$ cat config.mk
export PLATFORM = sky130hd
export DESIGN_NAME = biu_sequencer_flat
export DESIGN_NICKNAME = d
export VERILOG_FILES = /design/src/rtl/biu_pkg.sv /design/src/rtl/biu_sequencer_if.sv /design/src/rtl/biu_counter.sv /design/src/rtl/biu_sequencer.sv /design/src/flat_wrapper.sv
export SDC_FILE = /design/constraint.sdc
export NUM_CORES = 1
export LEC_CHECK = 0
export CAP_MARGIN = 20
export CORE_UTILIZATION = 45
export DETAILED_ROUTE_END_ITERATION = 12
export GPL_ROUTABILITY_DRIVEN = 0
export PLACE_DENSITY = 0.86
export SLEW_MARGIN = 40
export SYNTH_ARGS = -nofsm -noshare
export SYNTH_HDL_FRONTEND = slang
export SYNTH_SLANG_ARGS = --single-unit
$ cat constraint.sdc
create_clock -name clk -period 1.98 [get_ports clk]
set_input_delay 0.495 -clock clk [delete_from_list [all_inputs] [get_ports clk]]
set_output_delay 0.495 -clock clk [all_outputs]
set_load 0.03 [all_outputs]
$ cat src/rtl/biu_pkg.sv
`default_nettype none
// +----------------------------------------------------------------------+
// | Package    : biu_pkg                                                 |
// | Description: Shared types and elaboration helpers for the bus        |
// |              interface unit sequencer: bus-cycle state encoding,     |
// |              beat-count and counter-width functions.                 |
// | Revision   : 1.0 - initial release                                   |
// +----------------------------------------------------------------------+
package biu_pkg;

  // Bus-cycle states. T3 also serves as the wait state (TW).
  typedef enum logic [2:0] {
    ST_IDLE = 3'd0,
    ST_T1   = 3'd1,
    ST_T2   = 3'd2,
    ST_T3   = 3'd3,
    ST_T4   = 3'd4
  } biu_state_e;

  // Number of external bus beats needed for one core-width word.
  function automatic int beats_f(input int cpu_w, input int bus_w);
    return cpu_w / bus_w;
  endfunction

  // Bits needed to represent every value 0..max_val (never below 1).
  function automatic int cnt_w_f(input int max_val);
    int w;
    w = 1;
    while ((1 << w) <= max_val) w++;
    return w;
  endfunction

endpackage
`default_nettype wire

$ cat src/rtl/biu_sequencer_if.sv
`default_nettype none
// +----------------------------------------------------------------------+
// | Interface  : biu_sequencer_if                                        |
// | Description: Core-side request/response bundle of the BIU sequencer. |
// |              master = core (issues requests), slave = sequencer.     |
// | Ports      : req_valid/req_ready handshake, req_we, req_byte,        |
// |              req_addr, req_wdata; busy, done, err, rdata back.       |
// | Revision   : 1.0 - initial release                                   |
// +----------------------------------------------------------------------+
interface biu_sequencer_if #(
  parameter int ADDR_W = 20,
  parameter int CPU_W  = 16
) ();

  logic              req_valid;
  logic              req_ready;
  logic              req_we;
  logic              req_byte;
  logic [ADDR_W-1:0] req_addr;
  logic [CPU_W-1:0]  req_wdata;
  logic              busy;
  logic              done;
  logic              err;
  logic [CPU_W-1:0]  rdata;

  modport master (
    output req_valid, req_we, req_byte, req_addr, req_wdata,
    input  req_ready, busy, done, err, rdata
  );

  modport slave (
    input  req_valid, req_we, req_byte, req_addr, req_wdata,
    output req_ready, busy, done, err, rdata
  );

endinterface
`default_nettype wire

$ cat src/rtl/biu_counter.sv
`default_nettype none
// +----------------------------------------------------------------------+
// | Module     : biu_counter                                             |
// | Description: Small up-counter with synchronous clear (priority) and  |
// |              increment enable; used for beat and wait counting.      |
// | Ports      : clk, rst (async, active-low), clr, inc -> q             |
// | Revision   : 1.0 - initial release                                   |
// +----------------------------------------------------------------------+
module biu_counter #(
  parameter int WIDTH = 4
) (
  input  logic             clk,
  input  logic             rst,
  input  logic             clr,
  input  logic             inc,
  output logic [WIDTH-1:0] q
);

  always_ff @(posedge clk or negedge rst) begin
    if (!rst) begin
      q <= '0;
    end else if (clr) begin
      q <= '0;
    end else if (inc) begin
      q <= q + WIDTH'(1);
    end
  end

endmodule
`default_nettype wire

$ cat src/rtl/biu_sequencer.sv
`default_nettype none
// +----------------------------------------------------------------------+
// | Module     : biu_sequencer                                           |
// | Description: Bus interface unit sequencer. Splits a core word access |
// |              into BUS_W-wide T1..T4 bus cycles (T3 doubles as the    |
// |              wait state), assembles read data, and flags a timeout   |
// |              abort when MAX_WAIT wait states elapse.                 |
// | Ports      : clk, rst (async, active-low)                            |
// |              bif      - core request/response (slave modport)        |
// |              addr_o   - bus address, ale - address latch enable      |
// |              rd_n, wr_n, den_n - active-low strobes                  |
// |              dtr      - 1 = CPU drives the bus                       |
// |              bus_ready, bus_din, bus_dout, bus_oe - data bus         |
// | Revision   : 1.0 - initial release                                   |
// +----------------------------------------------------------------------+
// The interface instance must be built with the same ADDR_W/CPU_W values.
// CPU_W must be an integer multiple of BUS_W, and BUS_W <= ADDR_W.
module biu_sequencer
  import biu_pkg::*;
#(
  parameter int ADDR_W   = 20,
  parameter int CPU_W    = 16,
  parameter int BUS_W    = 8,
  parameter int MAX_WAIT = 0
) (
  input  logic              clk,
  input  logic              rst,
  biu_sequencer_if.slave    bif,
  output logic [ADDR_W-1:0] addr_o,
  output logic              ale,
  output logic              rd_n,
  output logic              wr_n,
  output logic              den_n,
  output logic              dtr,
  input  logic              bus_ready,
  input  logic [BUS_W-1:0]  bus_din,
  output logic [BUS_W-1:0]  bus_dout,
  output logic              bus_oe
);

  localparam int BEATS  = beats_f(CPU_W, BUS_W);
  // The beat counter reaches BEATS on the final T4, so size it for that.
  localparam int BEAT_W = cnt_w_f(BEATS);
  localparam int WAIT_W = cnt_w_f((MAX_WAIT > 0) ? MAX_WAIT : 1);
  localparam logic [BEAT_W-1:0] LAST_BEAT = BEAT_W'(BEATS - 1);
  localparam logic [WAIT_W-1:0] WAIT_LIM  = WAIT_W'(MAX_WAIT);

  biu_state_e        state;
  logic              we_q;
  logic              byte_q;
  logic              abort_q;
  logic [CPU_W-1:0]  wdata_sh;   // beat data shifted down so the current beat sits in the LSBs
  logic [BEAT_W-1:0] beat;
  logic [WAIT_W-1:0] wait_cnt;
  logic [ADDR_W-1:0] next_addr;
  logic              accept;
  logic              last_beat;
  logic              timeout;
  logic              beat_clr;
  logic              beat_inc;
  logic              wait_clr;
  logic              wait_inc;

  assign accept    = bif.req_valid & (state == ST_IDLE);
  assign last_beat = byte_q | (beat == LAST_BEAT);
  assign next_addr = addr_o + ADDR_W'(1);

  // Abort only when the limit is reached and the slave is still not ready;
  // a ready on the limit cycle completes normally.
  assign timeout   = (MAX_WAIT > 0) && !bus_ready && (wait_cnt == WAIT_LIM);

  assign beat_clr  = accept;
  assign beat_inc  = (state == ST_T4);
  // Wait limit applies per bus cycle, so the count restarts every beat.
  assign wait_clr  = accept | (state == ST_T4);
  assign wait_inc  = (state == ST_T3) & ~bus_ready & ~timeout;

  biu_counter #(.WIDTH(BEAT_W)) u_beat_cnt (
    .clk (clk),
    .rst (rst),
    .clr (beat_clr),
    .inc (beat_inc),
    .q   (beat)
  );

  biu_counter #(.WIDTH(WAIT_W)) u_wait_cnt (
    .clk (clk),
    .rst (rst),
    .clr (wait_clr),
    .inc (wait_inc),
    .q   (wait_cnt)
  );

  // Outputs are registered: every transition loads the output values that
  // belong to the state being entered.
  always_ff @(posedge clk or negedge rst) begin
    if (!rst) begin
      state         <= ST_IDLE;
      we_q          <= 1'b0;
      byte_q        <= 1'b0;
      abort_q       <= 1'b0;
      wdata_sh      <= '0;
      addr_o        <= '0;
      ale           <= 1'b0;
      rd_n          <= 1'b1;
      wr_n          <= 1'b1;
      den_n         <= 1'b1;
      dtr           <= 1'b1;
      bus_oe        <= 1'b0;
      bus_dout      <= '0;
      bif.req_ready <= 1'b1;
      bif.busy      <= 1'b0;
      bif.done      <= 1'b0;
      bif.err       <= 1'b0;
      bif.rdata     <= '0;
    end else begin
      case (state)
        ST_IDLE: begin
          if (accept) begin
            state         <= ST_T1;
            we_q          <= bif.req_we;
            byte_q        <= bif.req_byte;
            abort_q       <= 1'b0;
            wdata_sh      <= bif.req_wdata;
            addr_o        <= bif.req_addr;
            ale           <= 1'b1;
            bus_oe        <= 1'b1;
            bus_dout      <= bif.req_addr[BUS_W-1:0];
            dtr           <= bif.req_we;
            bif.req_ready <= 1'b0;
            bif.busy      <= 1'b1;
          end
        end

        ST_T1: begin
          state  <= ST_T2;
          ale    <= 1'b0;
          den_n  <= 1'b0;
          rd_n   <= we_q;
          wr_n   <= ~we_q;
          dtr    <= we_q;
          bus_oe <= we_q;
          if (we_q) begin
            bus_dout <= wdata_sh[BUS_W-1:0];
          end
        end

        ST_T2: begin
          state <= ST_T3;
        end

        ST_T3: begin
          if (bus_ready || timeout) begin
            state    <= ST_T4;
            rd_n     <= 1'b1;
            wr_n     <= 1'b1;
            den_n    <= 1'b1;
            abort_q  <= timeout;
            bif.done <= last_beat | timeout;
            bif.err  <= timeout;
            if (bus_ready && !we_q) begin
              bif.rdata[BUS_W*int'(beat) +: BUS_W] <= bus_din;
            end
          end
        end

        ST_T4: begin
          bif.done <= 1'b0;
          bif.err  <= 1'b0;
          if (!last_beat && !abort_q) begin
            state    <= ST_T1;
            addr_o   <= next_addr;
            ale      <= 1'b1;
            bus_oe   <= 1'b1;
            bus_dout <= next_addr[BUS_W-1:0];
            wdata_sh <= wdata_sh >> BUS_W;
          end else begin
            state         <= ST_IDLE;
            bus_oe        <= 1'b0;
            dtr           <= 1'b1;
            bif.busy      <= 1'b0;
            bif.req_ready <= 1'b1;
          end
        end

        default: begin
          state <= ST_IDLE;
        end
      endcase
    end
  end

endmodule
`default_nettype wire

$ cat src/flat_wrapper.sv
// flat-port wrapper written by rule: the top's interface ports become plain ports
module biu_sequencer_flat import biu_pkg::*;
#(
  parameter int ADDR_W   = 20,
  parameter int CPU_W    = 16,
  parameter int BUS_W    = 8,
  parameter int MAX_WAIT = 0
)
  (clk, rst, addr_o, ale, rd_n, wr_n, den_n, dtr, bus_ready, bus_din, bus_dout, bus_oe, bif_req_valid, bif_req_we, bif_req_byte, bif_req_addr, bif_req_wdata, bif_req_ready, bif_busy, bif_done, bif_err, bif_rdata);
  biu_sequencer_if #(.ADDR_W(ADDR_W), .CPU_W(CPU_W)) bif_i ();
  input  logic clk;
  input  logic rst;
  output logic [ADDR_W-1:0] addr_o;
  output logic ale;
  output logic rd_n;
  output logic wr_n;
  output logic den_n;
  output logic dtr;
  input  logic bus_ready;
  input  logic [BUS_W-1:0] bus_din;
  output logic [BUS_W-1:0] bus_dout;
  output logic bus_oe;
  input wire logic [$bits(bif_i.req_valid)-1:0] bif_req_valid;
  input wire logic [$bits(bif_i.req_we)-1:0] bif_req_we;
  input wire logic [$bits(bif_i.req_byte)-1:0] bif_req_byte;
  input wire logic [$bits(bif_i.req_addr)-1:0] bif_req_addr;
  input wire logic [$bits(bif_i.req_wdata)-1:0] bif_req_wdata;
  output wire logic [$bits(bif_i.req_ready)-1:0] bif_req_ready;
  output wire logic [$bits(bif_i.busy)-1:0] bif_busy;
  output wire logic [$bits(bif_i.done)-1:0] bif_done;
  output wire logic [$bits(bif_i.err)-1:0] bif_err;
  output wire logic [$bits(bif_i.rdata)-1:0] bif_rdata;
  assign bif_i.req_valid = bif_req_valid;
  assign bif_i.req_we = bif_req_we;
  assign bif_i.req_byte = bif_req_byte;
  assign bif_i.req_addr = bif_req_addr;
  assign bif_i.req_wdata = bif_req_wdata;
  assign bif_req_ready = bif_i.req_ready;
  assign bif_busy = bif_i.busy;
  assign bif_done = bif_i.done;
  assign bif_err = bif_i.err;
  assign bif_rdata = bif_i.rdata;
  biu_sequencer #(.ADDR_W(ADDR_W), .CPU_W(CPU_W), .BUS_W(BUS_W), .MAX_WAIT(MAX_WAIT)) u_core (.clk(clk), .rst(rst), .bif(bif_i), .addr_o(addr_o), .ale(ale), .rd_n(rd_n), .wr_n(wr_n), .den_n(den_n), .dtr(dtr), .bus_ready(bus_ready), .bus_din(bus_din), .bus_dout(bus_dout), .bus_oe(bus_oe));
endmodule
Yosys cells after proc, flatten, opt, wreduce, memory -nomap -nowiden

Index checks and enable logic that the tools add are counted.

Reduce and logical (&&, ||, !) cells: 24
Equal/unequal tests: 10
Bitwise operators: 3
Add/sub/neg operators: 3
Shift operators: 2
Mux-type cells: 38

Operator list:

| cell                                                   | number |
|---|---|
| two-way mux 20 bit                                     | 2 |
| case mux 20 bit (2 select lines)                       | 1 |
| negator 5 -> 33 bit                                    | 1 |
| variable shift 8 x 33 -> 16 bit (first input constant) | 1 |
| indexed part select 8 x 33 -> 16 bit                   | 1 |
| two-way mux 16 bit                                     | 2 |
| case mux 16 bit (2 select lines)                       | 1 |
| two-way mux 8 bit                                      | 3 |
| case mux 8 bit (3 select lines)                        | 1 |
| adder 20 x 1 -> 20 bit (second input constant)         | 1 |
| AND reduction 3 bit                                    | 6 |
| bitwise mux 16 bit                                     | 1 |
| case mux 1 bit (2 select lines)                        | 8 |
| case mux 3 bit (5 select lines)                        | 1 |
| two-way mux 1 bit                                      | 11 |
| AND reduction 2 bit                                    | 5 |
| nonzero test 2 bit                                     | 5 |
| case mux 1 bit (3 select lines)                        | 3 |
| equality test 3 x 2 -> 1 bit (second input constant)   | 2 |
| two-way mux 3 bit                                      | 2 |
| inequality test 2 bit (second input constant)          | 3 |
| two-way mux 2 bit                                      | 2 |
| inequality test 2 x 1 -> 1 bit (second input constant) | 2 |
| AND reduction 4 bit                                    | 1 |
| other kinds (11)                                       | 14 |

Output and inout bits: 54
Logic and storage cells: 99
Register bits after elaboration: 78

Logic depth before layout (Yosys ltp)

Depth after elaboration: 6
Depth in mapped cells: 8
Depth with buffers taken out: 6

By module

From an unflattened synthesis, not the netlist that was laid out.

Cell total of the unflattened synthesis: 431
Area, all modules: 3971.3 sq um

By module, submodules not included:

| module        | cells each | instances | area each (sq um) | sequential area each (sq um) |
|---|---|---|---|---|
| biu_sequencer | 424        | 1         | 3882.5            | 1858.0 |
| biu_counter   | 7          | 1         | 88.8              | 50.0 |

Least setup slack after synthesis

OpenSTA, ideal clock, no wires.

Path kind: register to register
From: register u_core.u_beat_cnt.q[0]
To: register u_core.bus_dout[0]
Required time: 1.855 ns
Path buffers: 1
Data arrival time: 1.834 ns
Library setup time: 0.125 ns
Cell stages (with the launch flop): 7
Clock period less this slack: 1.959 ns
Setup slack: 0.021 ns
Cells stage by stage: dfrtp_1 ha_1 or2_2 buf_4 o22a_1 nor2_4 mux2_2

Longest elaborated chain between the ends: 6

Ends and longest elaborated chain:

| what                            | RTL line             | source |
|---|---|---|
| start, declared                 | biu_counter.sv:16    | `output logic [WIDTH-1:0] q` |
| start signal, assigned          | biu_counter.sv:25    | `q <= q + WIDTH'(1);` |
| equality test 2 x 1 -> 1 bit    | biu_sequencer.sv:65  | `assign last_beat = byte_q \| (beat == LAST_BEAT);` |
| OR 1 bit                        | biu_sequencer.sv:65  |  |
| zero test 1 bit                 | biu_sequencer.sv:170 | `if (!last_beat && !abort_q) begin` |
| logical AND 1 bit               | biu_sequencer.sv:170 |  |
| inequality test 2 bit (no line) | --                   |  |
| AND reduction 4 bit (no line)   | --                   |  |
| end signal, assigned            | biu_sequencer.sv:128 | `bus_dout <= bif.req_addr[BUS_W-1:0];` |
| end signal, assigned            | biu_sequencer.sv:144 | `bus_dout <= wdata_sh[BUS_W-1:0];` |
| end signal, assigned            | biu_sequencer.sv:175 | `bus_dout <= next_addr[BUS_W-1:0];` |
| end, declared                   | biu_sequencer.sv:37  | `output logic [BUS_W-1:0] bus_dout,` |

Every way passes these cells.
A chain may end at the register's enable or synchronous reset.

Final worst setup path

From: register u_core.bus_dout[6]
To: output port bus_dout[6]

RTL lines:

| what          | RTL line           | source |
|---|---|---|
| end, declared | flat_wrapper.sv:21 | `output logic [BUS_W-1:0] bus_dout;` |

No word-level cell between the ends.

==> summary.txt <==
Critical path
  – Worst setup SP type: flip-flop
  – Crit path kind: flip-flop to primary output
  – Max stage delay on crit path: 0.69 ns
  – CP cell instances: clkdlybuf4s50_1
  – Crit-path max FO: 2
  – CP Capture Type: primary output
  – CP delay by family, top: buffers and inverters
  – Critical-path top delay cell: clkdlybuf4s50_1
  – WP data arrival: about 1.5 ns
  – WP buf/inv: 1
  – Critical Path RT: around 1.5 ns

Logic synthesis
  – Post-Synth Adder-Cell Area: 1.53%
  – Synth async-reset ratio: 100%
  – Post-synth top flop: dfrtp_1
  – Post-synth EDFFs: 0
  – Main combinational cell family by area after synthesis: simple AND/OR/NAND/NOR gates
  – Mapped Area: 4100 um2
  – Post-Syn Nets: around 490
  – Complex-gate fraction of the synthesized area: 20.7%
  – Syn Inst Count: 439
  – Sequential-to-total area share from yosys stat: 46.5%
  – Syn Area/Cell: around 9.3 um2
  – Library cells used by synthesis: just under 70
  – Post-Synth Simple-Gate Area: 21.0%
  – Xor/xnor share of the synthesized area: 0.641%
  – Total of warnings raised by yosys: 0
  – Seq cells post-synth: 76
  – Mux share of post-synthesis cell area: 2.07%

Clock tree
  – Maximum clock insertion buffer count: 2
  – CTS tree: yes
  – Skew-Pair Late Insertion Delay: around 0.35 ns
  – Clk sink count: 76
  – Post-CTS Setup Bufs: 0
  – Worst-path clk slew: 0.09 ns
  – CTS buffer count: 9
  – Root buf cell: clkbuf_8
  – Depth of the CTS H-tree: 3

Timing
  – Fin Clk Skew: 0.0139 ns
  – Worst slew pin tran: 0.570 ns
  – Final TNS setup: 0 ns
  – Min Tclk post-route: 1.94 ns
  – Hold violation total from the final report: 0
  – Worst hold margin: 0.0808 ns
  – Setup Viol. Count Final: 0
  – F_max: between 500 and 600 MHz
  – Max-slew violations: 0
  – Ratio of final minimum period to clock period: between 90% and 100%
  – Final WS setup: between 0.03 and 0.04 ns
  – Max-slew headroom: 61.8%

Placement
  – Hpwl dp: between 8000 and 9000 um
  – Place WS: -0.182 ns
  – IO Port Bufs: 102

Pwr
  – Logic gate share of total power: 53.4%
  – Pint: 0.00534 W
  – Clock network power share: 15.4%
  – Reg power frac: 31.2%
  – PwrDens: between 1500 and 2000 nW/um2
  – Switching share of total power: 43.5%
  – Max VDD drop: around 0.78 mV
  – Total net switching power: just over 0.004 W
  – LEAKAGE: roughly 2.4 nW

Global routing
  – First-pass GRT wire length: 19,500 um
  – Antenna violations before repair: 0
  – Largest net degree at the start of global routing: 35
  – Grt total ovfl: 0
  – Number of global-route vias before repair: 3,970
  – GRT Util Overall: about a quarter

Floorplanning
  – Initial Utilization: 46.8%
  – Die area: 9500 um2
  – # IOs: roughly 100
  – CORE AREA: 8760 um2
  – Die Y: 97.5 um
  – Die X: 97.5 um
  – Num rows: 34

Detailed routing
  – Drt total wl: 11,800 um
  – DR vias: 4,009
  – DR vias/cell: between 5 and 6
  – Wirelength per Cell: around 17 um
  – Remaining DRCs: 0
  – DRT Pass-1 Iters: 5
  – Initial DRC Count: 293
  – Post-DRT Antenna Nets: 0

Final layout
  – Fillers: approximately 670
  – Fin nets: 619
  – Multi-input gate area: 1900 um2
  – Area delta synth->final: 40.1%
  – Share of layout cells above drive strength 1: 15.5%
  – FF+latch area: 1910 um2
  – Fin util: around 66%
  – Ant diodes: 0

Outcome
  – Status: completed

Hold path
  – Hold Crit Class: input port to async pin

Run
  – Maxcap violations: 0
## state kept, by name, indices dropped and copies added, names as in the netlist
register and cells:
u_core.bif.req_ready 1, u_core.rd_n 1, u_core.wdata_sh 16, u_core.dtr 1
u_core.ale 1, u_core.bus_oe 1, u_core.state 3, u_core.u_beat_cnt.q 2
u_core.bif.rdata 16, u_core.wr_n 1, u_core.addr_o 20, u_core.bif.done 1
u_core.bus_dout 8, u_core.byte_q 1, u_core.we_q 1, u_core.bif.busy 1
u_core.den_n 1
## Yosys cell counts, types with 3 or more instances
library cell / number / area share, %
and4_1: 3 / 0.64
inv_1: 24 / 2.2
a211oi_1: 3 / 0.55
nand4_1: 5 / 0.76
o21ai_0: 29 / 3.5
and3b_1: 3 / 0.64
nand3_1: 26 / 3.2
a31oi_1: 11 / 1.7
o22a_1: 5 / 1.1
nor2_1: 35 / 3.2
nor3_1: 11 / 1.3
a21oi_1: 27 / 3.3
clkbuf_1: 6 / 0.55
buf_4: 6 / 1.1
buf_2: 14 / 1.7
nor4_1: 5 / 0.76
nand2_1: 43 / 3.9
dfstp_2: 5 / 3.2
mux2_2: 4 / 1.1
o22ai_1: 6 / 0.92
buf_6: 7 / 1.9
a22o_1: 9 / 1.9
and3_1: 6 / 0.92
ha_1: 5 / 1.5
nand2b_1: 4 / 0.61
mux2i_1: 4 / 0.98
o21ai_1: 4 / 0.49
dfrtp_1: 71 / 43
a2bb2oi_1: 3 / 0.64
## per-stage QoR
| stage | cell area (um2) | instances | power [W] |
|---|---|---|---|
| after detailed placement | 5500 | 661 | 0.00808 |
| after global placement | 5500 | 661 | 0.00788 |
| after global routing | 5750 | 677 | 0.0100 |
| after CTS | 5720 | 677 | 0.00944 |
| final | 5750 | 677 | 0.00945 |
| after floorplan | 4100 | 439 | 0.00590 |
## what timing repair did
action / CTS / global route
hold buffers: 0 / 0
setup endpoints to repair: 18 / 15
pin swaps: 0 / 1
hold endpoints to repair: 0 / 0
gates resized for setup: 18 / 9
## power groups by stage
stage	logic, W	clock network (W)	registers, W
2_1_floorplan	0.00207	0	0.00383
3_3_place_gp	0.00496	0	0.00292
3_5_place_dp	0.00513	0	0.00295
4_1_cts	0.00503	0.00147	0.00293
5_1_grt	0.00541	0.00154	0.00304
6_report	0.00505	0.00146	0.00294
## kinds of logic after synthesis
logic type / count (synthesis)
flip-flops: 76
adder cells (fa/ha/maj): 5
XOR/XNOR: 3
other: 1
multiplexers: 8
buffers and inverters: 57
AND/OR/NAND/NOR: 163
AO/OA/AOI/OAI: 126
## worst paths after layout
kind / startpoint / slack [ns] / depth (start not counted) / end
max in group asynchronous: rst / 1.29 / 2 / u_core.wdata_sh[8]
worst min register to register: u_core.u_beat_cnt.q[1] / 0.51 / 1 / u_core.u_beat_cnt.q[1]
worst min-delay path: rst / 0.08 / 1 / u_core.addr_o[4]
worst max register to register: u_core.u_beat_cnt.q[1] / 0.08 / 7 / u_core.addr_o[13]
worst max-delay path: u_core.bus_dout[6] / 0.04 / 1 / bus_dout[6]
min in group clk: u_core.u_beat_cnt.q[1] / 0.51 / 1 / u_core.u_beat_cnt.q[1]
## cells in the final DEF, fill, tap and decap left out, drive strengths merged, types with 6 or more instances in the layout
cell / count
nor3: 11
inv: 25
nand2: 43
nor2: 36
a21oi: 28
a31oi: 11
o21ai: 33
nand3: 27
o22ai: 6
a22o: 9
dlygate4sd2: 17
nor4: 6
clkdlybuf4s50: 79
and3: 6
buf: 46
dfrtp: 71
clkbuf: 9
## layout make-up
class / count / share of cell area (%)
Sequential cell: 76 / 33.2
Multi-Input combinational cell: 306 / 33.1
Timing Repair Buffer: 147 / 25.4
Tap cell: 108 / 2.35
Clock buffer: 9 / 2.16
Clock inverter: 7 / 2.16
Inverter: 24 / 1.57
## layer usage
layer	share of wire, %	GRT usage [%]	vias up
met5	0	0	-
met4	2.8	9.95	0
li1	-	-	1835
met3	6.9	3.38	40
met1	42	34.9	1950
met2	49	41.8	184
(Power assumes the default switching activity.)
